## config.mk

```make
export PLATFORM = sky130hd
export DESIGN_NAME = banco_regs_extensor
export DESIGN_NICKNAME = d
export VERILOG_FILES = /design/src/rtl/banco_regs_extensor.sv
export SDC_FILE = /design/constraint.sdc
export NUM_CORES = 2
export LEC_CHECK = 0
export ABC_AREA = 1
export CORE_MARGIN = 4
export CORE_UTILIZATION = 57
export CTS_BUF_LIST = sky130_fd_sc_hd__clkbuf_16
export DETAILED_ROUTE_END_ITERATION = 12
export PLACE_DENSITY = 0.77
export SLEW_MARGIN = 15
export SYNTH_ARGS = -nofsm -noshare
export SYNTH_HDL_FRONTEND = slang
export SYNTH_SLANG_ARGS = --single-unit
```

## constraint.sdc

```tcl
create_clock -name clock -period 1.9 [get_ports clock]
set_input_delay 0.38 -clock clock [delete_from_list [all_inputs] [get_ports clock]]
set_output_delay 0.38 -clock clock [all_outputs]
set_load 0.005 [all_outputs]
```

## src/rtl/banco_regs_extensor.sv

```systemverilog
// ID-stage register file (32 x 32, 2R/1W, reg 0 hardwired to zero) plus 16->32 sign extender.
// Optional macro REGFILE_BYPASS_EN enables same-cycle write-to-read forwarding.
module banco_regs_extensor #(
  parameter int unsigned DATA_W = 32,
  parameter int unsigned ADDR_W = 5,
  parameter int unsigned IMM_W  = 16
) (
  input  logic              clock,
  input  logic              reset_n,
  input  logic              RegWrite,
  input  logic [ADDR_W-1:0] r1,
  input  logic [ADDR_W-1:0] r2,
  input  logic [ADDR_W-1:0] r3,
  input  logic [DATA_W-1:0] dado_escrita,
  output logic [DATA_W-1:0] dado_lido1,
  output logic [DATA_W-1:0] dado_lido2,
  input  logic [IMM_W-1:0]  sinal16,
  output logic [DATA_W-1:0] sinal32
);

  localparam int unsigned NUM_REGS = 2 ** ADDR_W;

  logic [DATA_W-1:0] regs [NUM_REGS];
  logic              write_en;

  assign write_en = RegWrite && (r3 != '0);

  // Storage; entry 0 is never written so it stays at its reset value of zero.
  always_ff @(posedge clock or negedge reset_n) begin
    if (!reset_n) begin
      for (int i = 0; i < int'(NUM_REGS); i++) begin
        regs[i] <= '0;
      end
    end else if (write_en) begin
      regs[r3] <= dado_escrita;
    end
  end

  // Combinational read ports, forced to zero during reset and for index 0.
  always_comb begin
    dado_lido1 = '0;
    dado_lido2 = '0;
    if (reset_n) begin
      if (r1 != '0) dado_lido1 = regs[r1];
      if (r2 != '0) dado_lido2 = regs[r2];
`ifdef REGFILE_BYPASS_EN
      if (write_en && (r3 == r1)) dado_lido1 = dado_escrita;
      if (write_en && (r3 == r2)) dado_lido2 = dado_escrita;
`endif
    end
  end

  assign sinal32 = {{(DATA_W-IMM_W){sinal16[IMM_W-1]}}, sinal16};

endmodule

```

==> qor.yml <==
syn_avg_cell_area_um2: 6.727
rr_worst_depth: 4
area_growth_pct: 23.44
cp.buffers_inverters: 2
wl_per_cell_um: 21.70
drc: 0
worstMarginPinSlew_ps: 1156
hold_path_class: "in -> async"
antenna_found_initial: 6
synthFlopType: "dfrtp_1"
path_cells: "inv_2 -> nand2_1 -> nand3_1 -> nand3_1 -> nand3_4 -> nand2_4 -> nor2_4 -> nor2_4 -> buf_2"
largest_reg_flops: 1024
drive_above_1_share_pct: 18.53
place_area_um2: 67560
initial_core_util_pct: 57.61
largestRegisters: "regs (1024)"
crit_path_end_kind: "output port"
reg2reg_slack_ps: 970
critPathSlowestCell: "dfrtp_1"
vias_per_cell: 6.124
setup_tns_ps: -26180
synth_common_cells: "nand2_1 (3022), nand3_1 (1731), dfrtp_1 (1024), inv_1 (1009), o21ai_0 (903)"
seq_area_frac_synth_pct: 42.79
clock_latency_ps: 700
cp_max_fo: 2
numCtsBuffers: 113
grt_use_total_pct: 40.21
grt-ovfl-total: 0
synth-edff-count: 0
crit_arrival_ps: 2070
synth_top_area_share_pct: 42.79
cp.required_ps: 1520
pre_cts_ws_ps: -908.7
grt_pass1_wl_um: 352100
dp.cells: 10294
ant_nets: 0
cts-root-buf: "clkbuf_16"
clk_pin_slew_ps: 60
rows: 118
p_per_area_nw_per_um2: 962.5
fin_skew_ps: 0
fmax_mhz: 407.6
netlist_area_um2: 59880
ir_drop_mv: 0.8017
whs_ps: -98.12
regMostFlops: "regs"
port-buffer-count: 113
syn-instance-count: 8901
cap_violations: 0
yosysWarnings: 0
rsz0062_at_grt: "true"
clk_path_buf_depth: 3
yosys.area.top_type: "dfrtp_1"
final_util_pct: 71.11
pin_count: 162
cp-start-kind: "flip-flop"
grt_max_degree: 168
wl_um: 229700
hpwl_um: 143500
maxSlewViolCount: 0
status: "finished, violations left"
critPathMaxStageDelay_ps: 390
gp_congestion: 0.9560
ys_ff_latch: 1024
crit_type: "reg -> out"
violations: "hold timing, setup timing"
r2r_start: "regs[249]"
stdcell_count: 10588
max_slew_margin_pct: 22.94
ys_async_sr_fraction_pct: 100.0
reg2reg_to: "regs[249]"
drtPass1Iterations: 7
grt_pass1_vias: 61431
fin_crit_ps: 2453
yosys-top-cells-area: "dfrtp_1 (43%), nand2_1 (19%), nand3_1 (14%)"
drt_iter0_drc: 10181
setup_viol: 64
final_area_um2: 73910
crit_family: "simple AND/OR/NAND/NOR gates"
cts_max_level: 3
synth_nets: 8967
core_area_um2: 103900
tritoncts: "built"
dieWidth_um: 332.1
synth_most_common_cell: "nand2_1"
hold_violations: 39
dieArea_um2: 110300
period_share_pct: 129.1
power_mw: 71.14
nNetsFinal: 9176
die_y_um: 332.1
synth.distinct_cells: 27
numClockSinks: 1024
p_leak_nw: 36.47
via_count: 64838
fin_ws_ps: -553.5
[report_power, final]
group | switching (mW) | internal, mW
Sequential | 1.94 | 26.4
Combinational | 12.1 | 7.36
Clock | 9.57 | 13.8
Total | 23.6 | 47.6
[worst register-to-register path, delay by kind of cell, from the launching register on]
family / cells / cell delay, ps
flip-flops: 1 / 400
AND/OR/NAND/NOR: 1 / 60
AO/OA/AOI/OAI: 1 / 70
buffers and inverters: 2 / 260
[kinds of logic (layout without fill, tap and decap cells)]
kind of cell	Yosys count	count (layout)	synth area share (%)
and+or+nand+nor	4949	4949	35.26
other	0	1	0
AOI/OAI and AO/OA	1122	1122	9.913
DFF	1024	1024	42.79
buffers and inverters	1806	2112	12.04
[timing repair]
action / 4_1_cts / 5_1_grt
endpoints found under the setup margin: 64 / 64
gates resized for setup: 589 / 410
setup buffers: 41 / 53
pin swaps: 328 / 321
hold buffers: 1 / 0
endpoints found under the hold margin: 59 / 0
gates cloned: 2 / 0
[cell type report]
cell class | count | area [um2]
diodes | 1 | 2.502
clock buffers | 115 | 2878
clock inverters | 97 | 999.7
repair buffers | 887 | 9724
flip-flops and latches | 1024 | 25620
fillers | 8096 | 30030
well taps | 1380 | 1727
multi-input cells | 6071 | 29110
inverters | 1013 | 3850
[layer usage]
layer | track usage, % | vias to the layer above | wire length, um
li1 | - | 28597 | -
met1 | 53.04 | 29899 | 82360
met2 | 59.95 | 5019 | 96980
met3 | 9.440 | 1319 | 32260
met4 | 25.34 | 4 | 18110
met5 | 0 | - | 21
[worst max path at each step]
stage	startpoint	to	slack (ps)	cells after the start
6_report	regs[936]	dado_lido2[8]	-550	9
5_1_grt	regs[968]	dado_lido2[8]	-610	9
4_1_cts	regs[965]	dado_lido2[5]	-520	10
3_5_place_dp	r2[0]	dado_lido2[7]	-910	10
3_3_place_gp	r2[0]	dado_lido2[7]	-910	10
2_1_floorplan	r2[0]	dado_lido2[25]	-3	10
[cell usage in the layout, fill, tap and decap left out, types with 12 or more instances in the layout]
cell type | Yosys | layout
clkdlybuf4s50_1 | 0 | 38
o21ai_0 | 903 | 902
a21oi_1 | 14 | 14
buf_6 | 0 | 36
clkbuf_16 | 0 | 115
clkinv_1 | 0 | 23
o211ai_1 | 128 | 128
inv_1 | 1009 | 822
buf_2 | 115 | 48
o21ai_1 | 77 | 78
nor2_2 | 6 | 63
nand2_2 | 3 | 95
or2_4 | 0 | 12
nor2_1 | 144 | 29
inv_2 | 3 | 207
buf_12 | 0 | 221
buf_4 | 68 | 531
bufinv_16 | 0 | 21
nand2_4 | 4 | 12
nand2_1 | 3022 | 2922
dfrtp_1 | 1024 | 1024
nand3_2 | 4 | 211
nor2_4 | 1 | 59
clkinv_2 | 0 | 23
nor2_8 | 12 | 12
nand3_1 | 1731 | 1514
Note: power is estimated with default switching activity, not from simulation.
